$ cat src/rtl/rom_arbiter.sv
// rom_arbiter: round-robin arbiter sharing one synchronous ROM read port
// among R requesters.
//
// Ports:
//   clk       system clock, rising edge
//   rst       synchronous active-high reset
//   req       per-requester level-sensitive read request [R]
//   addr_i    packed request addresses, requester k at [k*aw +: aw]
//   gnt       registered one-hot grant [R]
//   rom_addr  registered address to the ROM [aw]
//   rom_data  ROM output word, 1-cycle latency from rom_addr [n]
//   data_o    returned word, combinational copy of rom_data [n]
//   valid_o   registered one-hot tag marking data_o's owner [R]
module rom_arbiter #(
    parameter  int unsigned R  = 4,
    parameter  int unsigned m  = 8,
    parameter  int unsigned n  = 4,
    localparam int unsigned aw = $clog2(m)
) (
    input  logic            clk,
    input  logic            rst,
    input  logic [R-1:0]    req,
    input  logic [R*aw-1:0] addr_i,
    output logic [R-1:0]    gnt,
    output logic [aw-1:0]   rom_addr,
    input  logic [n-1:0]    rom_data,
    output logic [n-1:0]    data_o,
    output logic [R-1:0]    valid_o
);

    localparam int unsigned PW = $clog2(R);
    localparam int unsigned SW = PW + 1;

    logic [R-1:0]  gnt_q, gnt_d;
    logic [R-1:0]  valid_q, valid_d;
    logic [aw-1:0] rom_addr_q, rom_addr_d;
    logic [PW-1:0] ptr_q, ptr_d;

    logic [R-1:0]  elig;
    logic [R-1:0]  rot;
    logic          found;
    logic [PW-1:0] offset;
    logic [SW-1:0] sum;
    logic [SW-1:0] nxt;
    logic [PW-1:0] win;
    logic [aw-1:0] addr_arr [R];

    // Unpack the per-requester address slices.
    always_comb begin
        for (int k = 0; k < R; k++) begin
            addr_arr[k] = addr_i[k*aw +: aw];
        end
    end

    // Winner selection and next-state computation.
    always_comb begin
        gnt_d      = '0;
        valid_d    = gnt_q;
        rom_addr_d = rom_addr_q;
        ptr_d      = ptr_q;
        found      = 1'b0;
        offset     = '0;

        // Last cycle's winner is masked so a held req is not double-granted.
        elig = req & ~gnt_q;
        // Rotate so bit 0 is the requester at ptr; first set bit is the winner.
        rot  = R'({elig, elig} >> ptr_q);

        for (int i = 0; i < R; i++) begin
            if (!found && rot[i]) begin
                found  = 1'b1;
                offset = PW'(i);
            end
        end

        sum = {1'b0, ptr_q} + {1'b0, offset};
        if (sum >= SW'(R)) begin
            sum = sum - SW'(R);
        end
        win = sum[PW-1:0];

        nxt = {1'b0, win} + SW'(1);

        if (found) begin
            gnt_d[win] = 1'b1;
            rom_addr_d = addr_arr[win];
            ptr_d      = (nxt == SW'(R)) ? '0 : nxt[PW-1:0];
        end
    end

    // State registers; reset also discards any in-flight response.
    always_ff @(posedge clk) begin
        if (rst) begin
            gnt_q      <= '0;
            valid_q    <= '0;
            rom_addr_q <= '0;
            ptr_q      <= '0;
        end else begin
            gnt_q      <= gnt_d;
            valid_q    <= valid_d;
            rom_addr_q <= rom_addr_d;
            ptr_q      <= ptr_d;
        end
    end

    assign gnt      = gnt_q;
    assign valid_o  = valid_q;
    assign rom_addr = rom_addr_q;
    assign data_o   = rom_data;

endmodule

$ cat config.mk
export PLATFORM = sky130hd
export DESIGN_NAME = rom_arbiter
export DESIGN_NICKNAME = d
export VERILOG_FILES = /design/src/rtl/rom_arbiter.sv
export SDC_FILE = /design/constraint.sdc
export NUM_CORES = 1
export LEC_CHECK = 0
export CORE_MARGIN = 1
export CORE_UTILIZATION = 35
export DETAILED_ROUTE_END_ITERATION = 16
export MAX_ROUTING_LAYER = met4
export PLACE_DENSITY = 0.7
export REMOVE_ABC_BUFFERS = 1
export SLEW_MARGIN = 20
export SYNTH_ARGS = -nofsm -noshare
export SYNTH_HDL_FRONTEND = slang
export SYNTH_SLANG_ARGS = --single-unit
$ cat constraint.sdc
create_clock -name clk -period 5.4 [get_ports clk]
set_input_delay 1.62 -clock clk [delete_from_list [all_inputs] [get_ports clk]]
set_output_delay 1.62 -clock clk [all_outputs]
set_load 0.05 [all_outputs]
==> results by group, run 1 <==
Outcome
  • Outcome: completed

Synthesis
  • FF+latch count, synth: 13
  • Synth top area cells: dfxtp_1 (33%), mux2i_1 (7.7%), nor2b_1 (5.6%)
  • Post-synth top area share: 33.23%
  • Biggest area consumer among synthesized cells: dfxtp_1
  • Post-synth top flop: dfxtp_1
  • Number of synthesized flops with an enable pin: 0
  • Register area share after synthesis: 33.23%
  • Synth warnings: 0
  • Synthesized area: 783.3 um^2
  • Async set or reset register ratio after synthesis: 0%
  • Synth Instances: 86
  • Synth Area per Inst: approximately 9.1 um^2
  • Post-synthesis cell type count: 32

Power
  • Sequential share of power: 23.2%
  • LEAKAGE: 0.4205 nW
  • Int Pwr: 0.3492 mW
  • Switching pwr: 0.3234 mW
  • PD cells: about 600 mW/mm^2
  • Worst VDD drop: 290.2 uV
  • Combinational Power Share: 68.0%
  • Clock group share of total power: between 8 and 9%
  • Sw Ratio: 48.08%

Layout
  • Most common cell after layout, fill and taps aside: clkdlybuf4s50_1
  • Area Growth Syn to Fin: 39.14%
  • Most frequent cells in the layout: clkdlybuf4s50_1 (28), dfxtp_1 (13), nor2b_1 (7), mux2i_1 (6)
  • Layout Nets: between 100 and 150
  • ANT cells: 0
  • Share of cells above drive strength 1: a little under an eighth

Floorplan
  • Initial Utilization: approximately two fifths
  • Die height: 49.31 um
  • Chip width: roughly 50 um
  • Row count: 16
  • Std-Cell Core Area: 0.002042 mm^2
  • Die area: 0.002431 mm^2
  • IO Pins: 37

Timing
  • Period utilization: 77.47%
  • Post-layout minimum cycle time: 4.183 ns
  • Final hold violation count: 0
  • F_max: between 0.2 and 0.25 GHz
  • Final-report setup violation count: 0
  • TNS Setup: 0 ns
  • Slew headroom: around 66%
  • Layout Skew: 0.003540 ns
  • Final WS setup: 1.217 ns
  • Worst Max-Slew Pin Slew: 0.5134 ns
  • Max-slew violation count: 0
  • Hold WS: 0.4709 ns
  • RSZ-0062 raised after global routing: false

Global route
  • Total GRT Usage: between 10% and 20%
  • Initial antenna violation count: 0
  • Vias in the first global route: 660
  • Grt total ovfl: 0
  • Largest net degree at the start of global routing: 11
  • First-pass GRT wire length: approximately 2.8 mm

Routing
  • Drt wl/cell: 12.73 um
  • Post-route ant nets: 0
  • Final WL: between 1.5 and 2 mm
  • Drt pass-1 iters: 4
  • Vias per cell: 5.400
  • DRC errors left: 0
  • Vias: between 700 and 800
  • Initial DRC count: 34

Clocking
  • Root buf cell: clkbuf_4
  • Htree depth: 1
  • Clk buf depth: 2
  • Worst skew pair latency: 0.28 ns
  • # resized after CTS: 0
  • Post-CTS Setup Inserts: 0
  • Cts bufs inserted: 3
  • CTS Hold Buffers Added: 0
  • CTS tree: yes
  • TritonCTS Sinks: 13
  • Reg clk slew, reported paths: approximately 0.080 ns

Placement
  • Buffers on Ports: 28
  • DP HPWL: 1.376 mm
  • Place WS: 0.9596 ns
  • Gpl congestion: 0.7633

Setup path
  • Crit path DAT: about 4.4 ns
  • Worst Setup Start Kind: primary input
  • Maximum fanout along the worst path: 6
  • Worst Path Required: around 5.6 ns
  • Crit end category: register
  • Critical path class: in2reg
  • Worst reg2reg setup slack: roughly 2.5 ns

Run
  • Max_cap viols: 0

Worst hold path
  • Tightest Hold Check Type: reg2reg
==> worst paths after layout <==
check	from	endpoint	cells past startpoint
max	req[3]	ptr_q[1]$_SDFFE_PP0P_	13
min	rom_addr[2]$_SDFFE_PP0P_	rom_addr[2]$_SDFFE_PP0P_	1
max reg2reg	ptr_q[0]$_SDFFE_PP0P_	ptr_q[1]$_SDFFE_PP0P_	12
min reg2reg	rom_addr[2]$_SDFFE_PP0P_	rom_addr[2]$_SDFFE_PP0P_	1
==> power groups by stage <==
stage / registers [mW] / logic, mW / clock network, mW
after global placement: 0.158 / 0.446 / 0
after CTS: 0.156 / 0.460 / 0.0608
after global routing: 0.161 / 0.495 / 0.0675
final: 0.156 / 0.458 / 0.0592
after detailed placement: 0.159 / 0.457 / 0
after floorplan: 0.244 / 0.251 / 0
==> logic make-up after synthesis <==
group / count (synthesis) / synth area share, %
adder cells (fa/ha/maj): 2 / 3.194
buffers and inverters: 9 / 6.229
multiplexers: 6 / 7.668
AND/OR/NAND/NOR: 37 / 32.43
AO/OA/AOI/OAI: 19 / 17.25
flip-flops: 13 / 33.23
==> flip-flops by register name (all words and copies together) (netlist names) <==
register	flops
ptr_q	2
gnt	4
valid_o	4
rom_addr	3
==> synth_stat cells, types with 2 or more instances <==
cell type  instances
a21oi_1            3
a32o_1             3
buf_4              4
dfxtp_1           13
ha_1               2
inv_1              4
mux2i_1            6
nand2_1            3
nand2b_1           2
nand3_1            3
nand4_1            5
nor2_1             2
nor2b_1            7
nor3_1             3
nor3_2             2
o21ai_0            4
o31ai_1            5
==> layer usage <==
layer	vias up	global-route usage (%)	wire, um
li1	376	-	-
met1	346	18.15	804
met2	34	26.26	834
met3	0	7.165	143
met4	0	1.471	0
met5	-	-	0
==> stage by stage <==
stage	total power [mW]	util, %	instance area, um^2	std cells
CTS	0.6773	53.37	1090	140
finish	0.6726	53.37	1090	140
global placement	0.6035	52.08	1064	136
floorplan	0.4953	-	749.5	81
global route	0.7238	53.37	1090	140
detailed placement	0.6159	52.08	1064	136
==> cell type report <==
| class | instances | area (um^2) |
|---|---|---|
| Clock buffer | 4 | 26.28 |
| Fill cell | 213 | 952.2 |
| Inverter | 4 | 15.01 |
| Multi-Input combinational cell | 64 | 474.2 |
| Sequential cell | 13 | 260.3 |
| Tap cell | 27 | 33.78 |
| Timing Repair Buffer | 28 | 280.3 |
==> worst max-delay path, cell delays in order <==
cell and delay, ns:
clkdlybuf4s50_1 0.44, nor2b_1 0.36, a21oi_1 0.14, a21oi_1 0.13
o21ai_0 0.08, o31ai_1 0.09, ha_1 0.29, nand2b_1 0.10
or4_4 0.42, and4_4 0.23, nand3_2 0.10, ha_1 0.23
o21ai_0 0.15
Power figures use the tool's default switching activity.
==> run 2: changes to the inputs <==
- PLACE_DENSITY: 0.7 -> 0.73
- clock period: 5.4 -> 3.67 ns (I/O delays scaled with it)
==> run 2 against run 1 <==
Clock-buffer cell count stayed put; non-clock buffer count rose by 7; sequential share of layout area is 1.1 points lower; combinational power grew 57%; clock skew grew 0.0011 ns; routed wire length rose by 0.45%; worst setup slack worse by 0.99 ns; largest cell class unchanged.
==> results by group, run 2 (synthesis results as in run 1) <==
Clocking
  • Post-CTS Setup Inserts: 0 (unchanged)
  • TritonCTS Sinks: 13 (unchanged)
  • Clk buf depth: 2 (unchanged)
  • Root buf cell: clkbuf_4
  • CTS Hold Buffers Added: 0 (unchanged)
  • Htree depth: 1 (unchanged)
  • Cts bufs inserted: 3 (unchanged)
  • CTS tree: yes
  • Worst skew pair latency: 0.27 ns (about the same)
  • Reg clk slew, reported paths: 0.08 ns (about the same)
  • # resized after CTS: 0 (unchanged)

Layout
  • Area Growth Syn to Fin: 45.85%
  • Fill cells: 202 (-5.2%)
  • Layout Nets: 145 (+5.1%)
  • Final Util: 55.94% (+2.6 points)
  • Most frequent cells in the layout: clkdlybuf4s50_1 (28), dfxtp_1 (13), nor2b_1 (7), buf_4 (7), mux2i_1 (6)
  • Share of cells above drive strength 1: 16.67% (+5.2 points)
  • Most common cell after layout, fill and taps aside: clkdlybuf4s50_1
  • Non-Filler Instances: 147 (+5.0%)
  • Final instance area: 0.001142 mm^2 (+4.8%)
  • ANT cells: 0 (unchanged)

Power
  • Worst VDD drop: 480.6 uV (+66%)
  • Int Pwr: 0.5566 mW (+59%)
  • Sw Ratio: 46.28% (-1.8 points)
  • Sequential share of power: 22.4% (-0.8 points)
  • PD cells: 907.0 mW/mm^2 (+47%)
  • Clock group share of total power: 8.2% (-0.6 points)
  • LEAKAGE: 0.4541 nW (+8.0%)
  • Combinational Power Share: 69.4% (+1.4 points)
  • Switching pwr: 0.4795 mW (+48%)

Setup path
  • Largest stage delay, worst path: 0.47 ns (+0.03 ns)
  • Crit-path slowest cell: clkdlybuf4s50_1
  • Critical path class: in2reg
  • CP delay by family, top: simple AND/OR/NAND/NOR gates
  • Crit-path cells: clkdlybuf4s50_1, or3b_1, o21ai_0, a21oi_1, o21ai_0, o31ai_1, ha_1, nand2b_1, or4_4, and4_4, nand3_2, ha_1, o21ai_0
  • Worst path bufs/invs: 1 (unchanged)
  • Crit path DAT: 3.65 ns (-0.74 ns)
  • Worst Path Required: 3.87 ns (-1.74 ns)
  • Worst Setup Start Kind: primary input
  • CP dominant cell by count: o21ai_0
  • Crit end category: register
  • Maximum fanout along the worst path: 4 (-2)

Timing
  • Post-layout minimum cycle time: 3.442 ns
  • Layout Skew: 0.004668 ns (+0.001128 ns)
  • Worst Max-Slew Pin Slew: 0.5048 ns (-0.008607 ns)
  • Final-report setup violation count: 0 (unchanged)
  • Period utilization: 93.79%
  • F_max: 0.2905 GHz
  • Max-slew violation count: 0 (unchanged)
  • Hold WS: 0.4861 ns (+0.01522 ns)
  • Slew headroom: 66.24% (+0.58 points)
  • Final WS setup: 0.2278 ns (-0.9888 ns)
  • RSZ-0062 raised after global routing: false
  • Final hold violation count: 0 (unchanged)

Floorplan
  • Die area: 0.002431 mm^2 (unchanged)
  • Row count: 16 (unchanged)
  • IO Pins: 37 (unchanged)
  • Die height: 49.31 um (unchanged)
  • Chip width: 49.31 um (unchanged)
  • Initial Utilization: 38.36% (unchanged)
  • Std-Cell Core Area: 0.002042 mm^2 (unchanged)

Placement
  • Gpl congestion: 0.7204 (-5.6%)
  • Buffers on Ports: 28 (unchanged)
  • DP HPWL: 1.471 mm (+6.9%)
  • Place WS: -0.04086 ns (-1.000 ns)
  • Dpl cells: 143 (+5.1%)
  • Area after DPL: 0.001116 mm^2 (+4.9%)

Global route
  • Initial antenna violation count: 0 (unchanged)
  • First-pass GRT wire length: 3.042 mm (+7.3%)
  • Grt total ovfl: 0 (unchanged)
  • Largest net degree at the start of global routing: 10 (-1)
  • Total GRT Usage: 16.87% (+0.98 points)
  • Vias in the first global route: 748 (+13%)

Worst hold path
  • Tightest Hold Check Type: reg2reg

Routing
  • Drt wl/cell: 12.18 um (-4.3%)
  • Final WL: 1.790 mm (+0.45%)
  • DRC errors left: 0 (unchanged)
  • Post-route ant nets: 0 (unchanged)
  • Vias: 759 (+0.40%)
  • Drt pass-1 iters: 4 (unchanged)
  • Vias per cell: 5.163 (-4.4%)
  • Initial DRC count: 22 (-35%)

Outcome
  • Outcome: completed

Run
  • Max_cap viols: 0 (unchanged)
==> run 2: worst paths after layout <==
path,end,slack (ns),cells past startpoint,start
worst max-delay path,ptr_q[1]$_SDFFE_PP0P_,0.23,13,req[0]
worst min-delay path,valid_o[1]$_SDFF_PP0_,0.49,1,gnt[1]$_SDFF_PP0_
worst max register to register,ptr_q[1]$_SDFFE_PP0P_,1.05,12,ptr_q[0]$_SDFFE_PP0P_
worst min register to register,valid_o[1]$_SDFF_PP0_,0.49,1,gnt[1]$_SDFF_PP0_
==> run 2: per-layer routing <==
layer | vias to the layer above | GRT usage, % | wire (um)
met3 | 0 | 5.607 | 111
met1 | 337 | 18.08 | 773
met5 | - | - | 0
met4 | 0 | 4.412 | 0
li1 | 389 | - | -
met2 | 33 | 29.45 | 906
==> run 2: final cells by class <==
cell class | instances | area, um^2 | area share, %
flip-flops and latches | 13 | 260.3 | 22.78
well taps | 27 | 33.78 | 2.957
multi-input cells | 64 | 474.2 | 41.51
inverters | 4 | 15.01 | 1.314
clock buffers | 4 | 26.28 | 2.300
repair buffers | 35 | 332.8 | 29.13
==> run 2: metrics by stage <==
stage	setup TNS (ns)	total power [mW]
after floorplan	0	0.7288
after global placement	-0.02799	0.9404
after detailed placement	-0.1118	0.9541
after CTS	0	1.046
after global routing	0	1.118
final	0	1.036
==> run 2: power by group through the flow <==
stage          sequential (mW)  clock [mW]  combinational [mW]
2_1_floorplan            0.359           0               0.370
3_3_place_gp             0.233           0               0.707
3_5_place_dp             0.235           0               0.719
4_1_cts                  0.233      0.0877               0.725
5_1_grt                  0.239      0.0996               0.780
6_report                 0.232      0.0846               0.720
